===== src/rtl/cmd_phy_sequencer_pkg.sv =====
// Shared types and constants for the CMD-line PHY sequencer: one-hot FSM
// state encoding, response-type codes and the short-response width.
package cmd_phy_pkg;

    typedef enum logic [6:0] {
        ST_IDLE      = 7'b0000001,
        ST_LOAD      = 7'b0000010,
        ST_SEND      = 7'b0000100,
        ST_WAIT_RESP = 7'b0001000,
        ST_DELIVER   = 7'b0010000,
        ST_WAIT_ACK  = 7'b0100000,
        ST_ACK       = 7'b1000000
    } cmd_phy_state_t;

    localparam logic [1:0] RESP_NONE  = 2'd0;
    localparam logic [1:0] RESP_SHORT = 2'd1;
    localparam logic [1:0] RESP_LONG  = 2'd2;

    localparam int SHORT_RESP_W = 48;

endpackage


===== src/rtl/cmd_phy_sequencer_timer.sv =====
// N_CR response timer: counts enabled cycles and pulses expire on the
// TIMEOUT_CYCLES-th one, then restarts from zero.
module cmd_resp_timer #(
    parameter int TIMEOUT_CYCLES = 64
) (
    input  logic sd_clock,
    input  logic reset,
    input  logic clear,
    input  logic enable,
    output logic expire
);

    localparam int CNT_W = (TIMEOUT_CYCLES > 1) ? $clog2(TIMEOUT_CYCLES) : 1;
    localparam logic [CNT_W-1:0] LAST = CNT_W'(TIMEOUT_CYCLES - 1);

    logic [CNT_W-1:0] count;

    // clear dominates so an abort in the terminal cycle never reports expiry
    assign expire = enable && !clear && (count == LAST);

    always_ff @(posedge sd_clock or negedge reset) begin
        if (!reset) begin
            count <= '0;
        end else if (clear || expire) begin
            count <= '0;
        end else if (enable) begin
            count <= count + CNT_W'(1);
        end
    end

endmodule


===== src/rtl/cmd_phy_sequencer.sv =====
// CMD-line PHY sequencer: load/transmit a command, wait for the response with
// timeout and retry, deliver it upstream and finish with a strobe/ack handshake.
module cmd_phy_sequencer
    import cmd_phy_pkg::*;
#(
    parameter int RESP_W         = 136,
    parameter int TIMEOUT_CYCLES = 64,
    parameter int MAX_RETRY      = 2,
    localparam int RC_W          = (MAX_RETRY > 0) ? $clog2(MAX_RETRY + 1) : 1
) (
    input  logic              sd_clock,
    input  logic              reset,
    input  logic              strobe_in,
    input  logic [1:0]        resp_type,
    input  logic              ack_in,
    input  logic              idle_in,
    input  logic              transmission_complete,
    input  logic              reception_complete,
    input  logic [RESP_W-1:0] pad_response,
    output logic              strobe_out,
    output logic [RESP_W-1:0] response,
    output logic              command_timeout,
    output logic [RC_W-1:0]   retry_count,
    output logic              ack_out,
    output logic              load_send,
    output logic              enable_pts_wrapper,
    output logic              enable_stp_wrapper,
    output logic              reset_wrapper,
    output logic              pad_state,
    output logic              pad_enable,
    output logic [6:0]        state_debug
);

    cmd_phy_state_t    state, state_next;
    logic [1:0]        resp_type_q;
    logic              accept;
    logic              retry_inc;
    logic              capture_en;
    logic              capture_timeout;
    logic [RESP_W-1:0] capture_resp;
    logic [RESP_W-1:0] shaped_resp;
    logic              timer_clear;
    logic              timer_enable;
    logic              expire;

    assign timer_enable = (state == ST_WAIT_RESP);
    assign timer_clear  = !timer_enable || idle_in;

    cmd_resp_timer #(
        .TIMEOUT_CYCLES(TIMEOUT_CYCLES)
    ) u_timer (
        .sd_clock (sd_clock),
        .reset    (reset),
        .clear    (timer_clear),
        .enable   (timer_enable),
        .expire   (expire)
    );

    // Short responses keep only the low 48 bits; long (and code 3) keep all.
    always_comb begin
        shaped_resp = pad_response;
        if (resp_type_q == RESP_SHORT) begin
            for (int i = SHORT_RESP_W; i < RESP_W; i++) begin
                shaped_resp[i] = 1'b0;
            end
        end
    end

    always_comb begin
        state_next      = state;
        accept          = 1'b0;
        retry_inc       = 1'b0;
        capture_en      = 1'b0;
        capture_timeout = 1'b0;
        capture_resp    = '0;
        unique case (state)
            ST_IDLE: begin
                if (strobe_in) begin
                    state_next = ST_LOAD;
                    accept     = 1'b1;
                end
            end
            ST_LOAD: state_next = ST_SEND;
            ST_SEND: begin
                if (transmission_complete) begin
                    if (resp_type_q == RESP_NONE) begin
                        state_next = ST_DELIVER;
                        capture_en = 1'b1;
                    end else begin
                        state_next = ST_WAIT_RESP;
                    end
                end
            end
            ST_WAIT_RESP: begin
                // reception in the terminal timer cycle beats the timeout
                if (reception_complete) begin
                    state_next   = ST_DELIVER;
                    capture_en   = 1'b1;
                    capture_resp = shaped_resp;
                end else if (expire) begin
                    if (retry_count < RC_W'(MAX_RETRY)) begin
                        state_next = ST_LOAD;
                        retry_inc  = 1'b1;
                    end else begin
                        state_next      = ST_DELIVER;
                        capture_en      = 1'b1;
                        capture_timeout = 1'b1;
                    end
                end
            end
            ST_DELIVER:  state_next = ST_WAIT_ACK;
            ST_WAIT_ACK: if (ack_in) state_next = ST_ACK;
            ST_ACK:      state_next = ST_IDLE;
            default:     state_next = ST_IDLE;
        endcase
        if (idle_in && (state != ST_IDLE)) begin
            state_next = ST_IDLE;
            retry_inc  = 1'b0;
            capture_en = 1'b0;
        end
    end

    always_ff @(posedge sd_clock or negedge reset) begin
        if (!reset) begin
            state           <= ST_IDLE;
            resp_type_q     <= RESP_NONE;
            retry_count     <= '0;
            response        <= '0;
            command_timeout <= 1'b0;
        end else begin
            state <= state_next;
            if (accept) begin
                resp_type_q <= resp_type;
                retry_count <= '0;
            end else if (retry_inc) begin
                retry_count <= retry_count + RC_W'(1);
            end
            if (capture_en) begin
                response        <= capture_resp;
                command_timeout <= capture_timeout;
            end
        end
    end

    assign reset_wrapper      = (state == ST_IDLE);
    assign enable_pts_wrapper = (state == ST_LOAD) || (state == ST_SEND);
    assign pad_state          = enable_pts_wrapper;
    assign pad_enable         = enable_pts_wrapper;
    assign load_send          = (state == ST_SEND);
    assign enable_stp_wrapper = (state == ST_WAIT_RESP);
    assign strobe_out         = (state == ST_DELIVER);
    assign ack_out            = (state == ST_ACK);
    assign state_debug        = state;

endmodule


===== config.mk =====
export PLATFORM = sky130hd
export DESIGN_NAME = cmd_phy_sequencer
export DESIGN_NICKNAME = d
export VERILOG_FILES = /design/src/rtl/cmd_phy_sequencer_pkg.sv /design/src/rtl/cmd_phy_sequencer_timer.sv /design/src/rtl/cmd_phy_sequencer.sv
export SDC_FILE = /design/constraint.sdc
export NUM_CORES = 1
export LEC_CHECK = 0
export BUFFER_PORTS_ARGS = -buffer_cell sky130_fd_sc_hd__buf_2
export CORE_MARGIN = 2
export CORE_UTILIZATION = 45
export CTS_CLUSTER_SIZE = 28
export DETAILED_ROUTE_END_ITERATION = 10
export GPL_TIMING_DRIVEN = 1
export PLACE_DENSITY_LB_ADDON = 0.2
export SETUP_SLACK_MARGIN = 0.15
export SLEW_MARGIN = 20
export SYNTH_ARGS = -nofsm -noshare
export SYNTH_HDL_FRONTEND = slang
export SYNTH_SLANG_ARGS = --single-unit

===== constraint.sdc =====
create_clock -name sd_clock -period 2.8 [get_ports sd_clock]
set_clock_uncertainty 0.15 [all_clocks]
set_input_delay 0.7 -clock sd_clock [delete_from_list [all_inputs] [get_ports sd_clock]]
set_output_delay 0.7 -clock sd_clock [all_outputs]
set_load 0.01 [all_outputs]

Word-level counts from Yosys, hierarchy flattened
Cells that the tools add are included.
{"block": "word_totals", "output_inout_bits": 154, "word_cells": 67, "ff_bits": 154, "inputBits": 145}
{"block": "op_classes", "n_reduce_logical": 12, "magnitude_cmp": 1, "n_mux": 32, "n_eq_ne": 14, "addsub": 2}
{"cell": "136-bit two-way mux", "count": 2}
{"cell": "88-bit two-way mux", "count": 1}
{"cell": "7-bit two-way mux", "count": 6}
{"cell": "7-bit one-hot mux with 6 select lines", "count": 1}
{"cell": "1-bit two-way mux", "count": 15}
{"cell": "6-bit two-way mux", "count": 2}
{"cell": "5-bit two-way mux", "count": 2}
{"cell": "7-bit by 1-bit == test with 1-bit output, second input constant", "count": 1}
{"cell": "7-bit by 2-bit == test with 1-bit output, second input constant", "count": 1}
{"cell": "7-bit by 3-bit == test with 1-bit output, second input constant", "count": 1}
{"cell": "7-bit by 4-bit == test with 1-bit output, second input constant", "count": 1}
{"cell": "7-bit by 5-bit == test with 1-bit output, second input constant", "count": 1}
{"cell": "7-bit by 6-bit == test with 1-bit output, second input constant", "count": 1}
{"cell": "7-bit == test, second input constant", "count": 1}
{"cell": "7-bit by 1-bit != test with 1-bit output, second input constant", "count": 1}
{"cell": "6-bit by 1-bit adder with 6-bit output, second input constant", "count": 1}
{"cell": "6-bit == test, second input constant", "count": 1}
{"cell": "3-bit by 2-bit != test with 1-bit output, second input constant", "count": 2}
{"cell": "2-bit two-way mux", "count": 2}
{"cell": "4-bit by 2-bit != test with 1-bit output, second input constant", "count": 1}
{"cell": "4-bit AND reduction", "count": 1}
{"cell": "2-bit nonzero test", "count": 2}
{"cell": "1-bit logical AND", "count": 3}
{"cell": "1-bit logical OR", "count": 3}
{"cell": "7 further kinds", "count": 8}

Logic depth before layout (Yosys ltp)
{"block": "depth", "ltp_word": 12, "ltp_mapped": 7}

Modules after synthesis
A second synthesis with hierarchy kept.
{"block": "unflattened", "cells_unflattened": 681, "area_unflattened_um2": 7055.5}
{"mod": "cmd_phy_sequencer", "area_per_inst_um2": 6766.5, "n_inst": 1, "cells_each": 654}
{"mod": "cmd_resp_timer", "area_per_inst_um2": 289.0, "n_inst": 1, "cells_each": 27}

Worst setup path after synthesis
Ideal clock, no wire load.
{"block": "synth_path", "path_type": "reg-to-output", "start": "register state[5], in the netlist state_debug[5]", "end": "output port pad_enable", "arrival_ns": 1.752, "path_stages_with_launch": 6, "slack_ns": 0.198, "required_time_ns": 1.950, "cell_sequence": "dfrtp_1 buf_2 or3_1 or3_1 a21oi_1 buf_4"}
{"block": "synth_between", "elab_chain_cells": 2}
{"item": "start: declaration", "line_no": "cmd_phy_sequencer.sv:34", "source": "cmd_phy_state_t state, state_next;"}
{"item": "start signal: assignment", "line_no": "cmd_phy_sequencer.sv:131", "source": "state <= state_next;"}
{"item": "7-bit by 2-bit == test with 1-bit output / 7-bit by 3-bit == test with 1-bit output (equally long branches)", "line_no": "cmd_phy_sequencer.sv:146", "source": "assign enable_pts_wrapper = (state == ST_LOAD) || (state == ST_SEND);"}
{"item": "1-bit logical OR (*)", "line_no": "cmd_phy_sequencer.sv:146"}
{"item": "end: declaration", "line_no": "cmd_phy_sequencer.sv:30", "source": "output logic pad_enable,"}
Every way passes the cells marked *; elsewhere a longest branch is shown, timed or not.

Worst setup path after layout
Same ends and word-level chain as after synthesis.

==> load_flow_metrics.sql <==
INSERT INTO impl_metrics (metric_group, metric, value, unit) VALUES
('synthesis', 'synth_top_flop_cell', 'sky130_fd_sc_hd__dfrtp_1', ''),
('floorplanning', 'design.core.area', '0.0138', 'mm2'),
('floorplanning', 'dieHeight', '122', 'um'),
('power_and_ir_drop', 'power.sequential.fraction', '42.7', '%'),
('clocking', 'cts_tree', 'done', ''),
('worst_setup_path', 'worst_path_maximum_fanout', '3', ''),
('final_layout', 'most_common_cell_after_layout_fill_and_taps_aside', 'sky130_fd_sc_hd__buf_2', ''),
('floorplanning', 'rows', '43', ''),
('placement', 'post-dp-hpwl', '11.9', 'mm'),
('timing', 'worst_relative_slew_slack', '56.0', '%'),
('final_layout', 'highest_count_cells_in_the_layout_ignoring_fill_and_taps', '297 x sky130_fd_sc_hd__buf_2, 151 x sky130_fd_sc_hd__dfrtp_1, 89 x sky130_fd_sc_hd__a22o_1', ''),
('synthesis', 'synth.cell_area', '0.00628', 'mm2'),
('synthesis', 'ys_warn_count', '0', ''),
('placement', 'gp_congestion', '0.824', ''),
('power_and_ir_drop', 'power.density_cell_area', '636', 'mW/mm2'),
('route', 'dr.pass1.iters', '4', ''),
('synthesis', 'synth_async_sr_flop_share', '100', '%'),
('clocking', 'hold_buffers', '0', ''),
('power_and_ir_drop', 'power.switching', '0.00133', 'W'),
('route', 'detail_route.wirelength', '16.9', 'mm'),
('global_routing', 'grt_remaining_overflow', '0', ''),
('clocking', 'worst_skew_pair.late_latency', '0.41', 'ns'),
('placement', 'pre_cts_slack', '0.189', 'ns'),
('synthesis', 'synth_edf_count', '0', ''),
('power_and_ir_drop', 'vdd_drop_max', '0.000348', 'V'),
('worst_setup_path', 'timing.setup.critical_path_class', 'reg2out', ''),
('run', 'max_cap_viol', '0', ''),
('global_routing', 'grt_max_degree', '73', ''),
('worst_setup_path', 'end_kind', 'output pin', ''),
('timing', 'timing_max_transition_violations_final', '0', ''),
('final_layout', 'layout-drive-gt1-share', '44.0', '%'),
('final_layout', 'antenna_cells', '0', ''),
('synthesis', 'syn_nets', '662', ''),
('timing', 'final.period_utilization', '95.8', '%'),
('route', 'routed_wire_length_per_instance', '16.9', 'um'),
('route', 'drt_iter0_markers', '278', ''),
('power_and_ir_drop', 'power.clock.fraction', '46.0', '%'),
('synthesis', 'syn-mean-instance-area', '12.2', 'um2'),
('power_and_ir_drop', 'comb_power_share', '11.3', '%'),
('synthesis', 'synth.yosys.seq_area_share', '61.4', '%'),
('route', 'ant_nets', '0', ''),
('power_and_ir_drop', 'switching_share', '24.0', '%'),
('hold_path', 'holdCritPathClass', 'in2async', ''),
('power_and_ir_drop', 'cell_internal_pwr', '0.00420', 'W'),
('floorplanning', 'dieWidth', '122', 'um'),
('worst_setup_path', 'timing.critical_path.arrival', '1.83', 'ns'),
('global_routing', 'number_of_antenna_violations_at_the_first_check_in_global_routing', '0', ''),
('clocking', 'tritoncts_buffers', '17', ''),
('clocking', 'clock_tree.htree_level_count', '4', ''),
('timing', 'report.final.hold_viol_count', '0', ''),
('worst_setup_path', 'worst_setup_path_start_kind', 'flop', ''),
('timing', 'setup_slack', '0.118', 'ns'),
('synthesis', 'syn-instance-count', '516', ''),
('timing', 'final.setup.tns', '0', 'ns'),
('floorplanning', 'die_area', '0.0149', 'mm2'),
('floorplanning', 'ios', '299', ''),
('route', 'vias', '5178', ''),
('final_layout', 'final_nets', '958', ''),
('worst_setup_path', 'cp.required', '1.95', 'ns'),
('worst_setup_path', 'ff2ff_setup_slack', '0.36', 'ns'),
('power_and_ir_drop', 'static_leakage', '5.06', 'nW'),
('clocking', 'cts.path.max_buffers', '2', ''),
('timing', 'highest_attainable_clock_frequency', '373', 'MHz'),
('global_routing', 'first_global_vias', '5125', ''),
('floorplanning', 'floorplan.initialDensity', '45.6', '%'),
('timing', 'finalCriticalPeriod', '2.68', 'ns'),
('synthesis', 'ys_seq_elements', '154', ''),
('clocking', 'clk_root_buffer_cell', 'sky130_fd_sc_hd__clkbuf_16', ''),
('timing', 'finalSetupViolCount', '0', ''),
('clocking', 'clkSlewWorstSetupHoldPaths', '0.06', 'ns'),
('route', 'via_per_inst', '5.15', ''),
('global_routing', 'grt_usage', '22.6', '%'),
('global_routing', 'global_route_wire_length_before_repair', '26.0', 'mm'),
('timing', 'tightestPinTransition', '0.660', 'ns'),
('final_layout', 'area_growth_from_synthesis_to_layout', '38.4', '%'),
('route', 'route.detailed.drc', '0', ''),
('status', 'status', 'finished, final reports clean', ''),
('timing', 'rsz0062_at_grt', 'true', ''),
('placement', 'port_buffers', '298', ''),
('synthesis', 'netlist-cell-type-count', '47', ''),
('clocking', 'tritoncts_num_sinks', '154', '');
## cell type report
cell class | count | area (um2)
tap | 180 | 225
fill | 1139 | 5080
sequential | 154 | 3860
clock buffer | 19 | 443
timing repair buffer | 313 | 1690
clock inverter | 13 | 214
multi-input combinational | 275 | 2080
inverter | 51 | 191
## registers in the layout, indices dropped and copies added (netlist names)
signal / flops
retry_count: 2
response: 136
u_timer.count: 6
resp_type_q: 2
state_debug: 7
command_timeout: 1
## Yosys cell counts, drive strengths merged (3+ instances only)
library cell	instances	area, um2
nand3	3	15.0
and3	3	18.8
a22o	89	780
inv	51	191
mux2i	49	490
nand2	56	213
or3	4	25.0
nor4	4	25.0
buf	27	159
xnor2	4	35.0
o21ai	3	15.0
nor2b	3	18.8
nor3	6	35.0
nor2	15	56.3
dfrtp	153	3830
clkbuf	9	33.8
o21a	3	22.5
nand2b	3	18.8
## through the flow
| step | hold slack [ns] | utilization, % | instances | total power, W | area (um2) |
|---|---|---|---|---|---|
| floorplan | 0.254 | - | 516 | 0.00269 | 6280 |
| global placement | 0.294 | 57.9 | 970 | 0.00296 | 7980 |
| detailed placement | 0.310 | 57.9 | 970 | 0.00297 | 7980 |
| CTS | 0.165 | 63.0 | 1004 | 0.00556 | 8680 |
| global route | 0.188 | 63.1 | 1005 | 0.00574 | 8700 |
| finish | 0.147 | 63.1 | 1005 | 0.00553 | 8700 |
## critical path, stage by stage (launching register included)
cell                      delay [ns]
sky130_fd_sc_hd__dfrtp_1        0.39
sky130_fd_sc_hd__or3_4          0.41
sky130_fd_sc_hd__or3_4          0.36
sky130_fd_sc_hd__a21oi_4        0.12
sky130_fd_sc_hd__buf_2          0.14
## power by group through the flow
stage                     clock network (W)  registers [W]  logic, W
after floorplan                           0        0.00238  0.000315
after global placement                    0        0.00239  0.000570
after detailed placement                  0        0.00239  0.000577
after CTS                           0.00259        0.00236  0.000609
after global routing                0.00269        0.00237  0.000679
final                               0.00255        0.00236  0.000624
## logic make-up (layout without fill, tap and decap cells)
logic type               count (synthesis)  after routing  share of synthesized area (%)
flip-flops                             154            154                           61.4
adder cells (fa/ha/maj)                  1              1                          0.199
XOR/XNOR                                 6              6                          0.837
multiplexers                            51             51                           8.17
buffers and inverters                   87            396                           6.12
AND/OR/NAND/NOR                        110            110                           8.80
AO/OA/AOI/OAI                          107            107                           14.5
## metal layers
metal,share of wire [%],vias to the layer above,GRT usage (%)
li1,-,2389,-
met1,40,2530,28.7
met2,49,237,36.6
met3,8.5,22,6.79
met4,1.8,0,8.41
met5,0,-,0
## worst paths after layout
kind                                  startpoint                to  cells past startpoint
worst max-delay path              state_debug[5]        pad_enable                      4
worst min-delay path                       reset      response[17]                      1
worst max register to register    state_debug[2]      response[68]                      6
worst min register to register  u_timer.count[0]  u_timer.count[0]                      1
max in group asynchronous                  reset      response[62]                      2
min in group sd_clock           u_timer.count[0]  u_timer.count[0]                      1
## timing repair
action,CTS,global route
resized for setup,7,2
cloned,0,0
endpoints found under the setup margin,5,7
buffers inserted,2,1
pin swaps,0,0
Power figures use the tool's default switching activity.
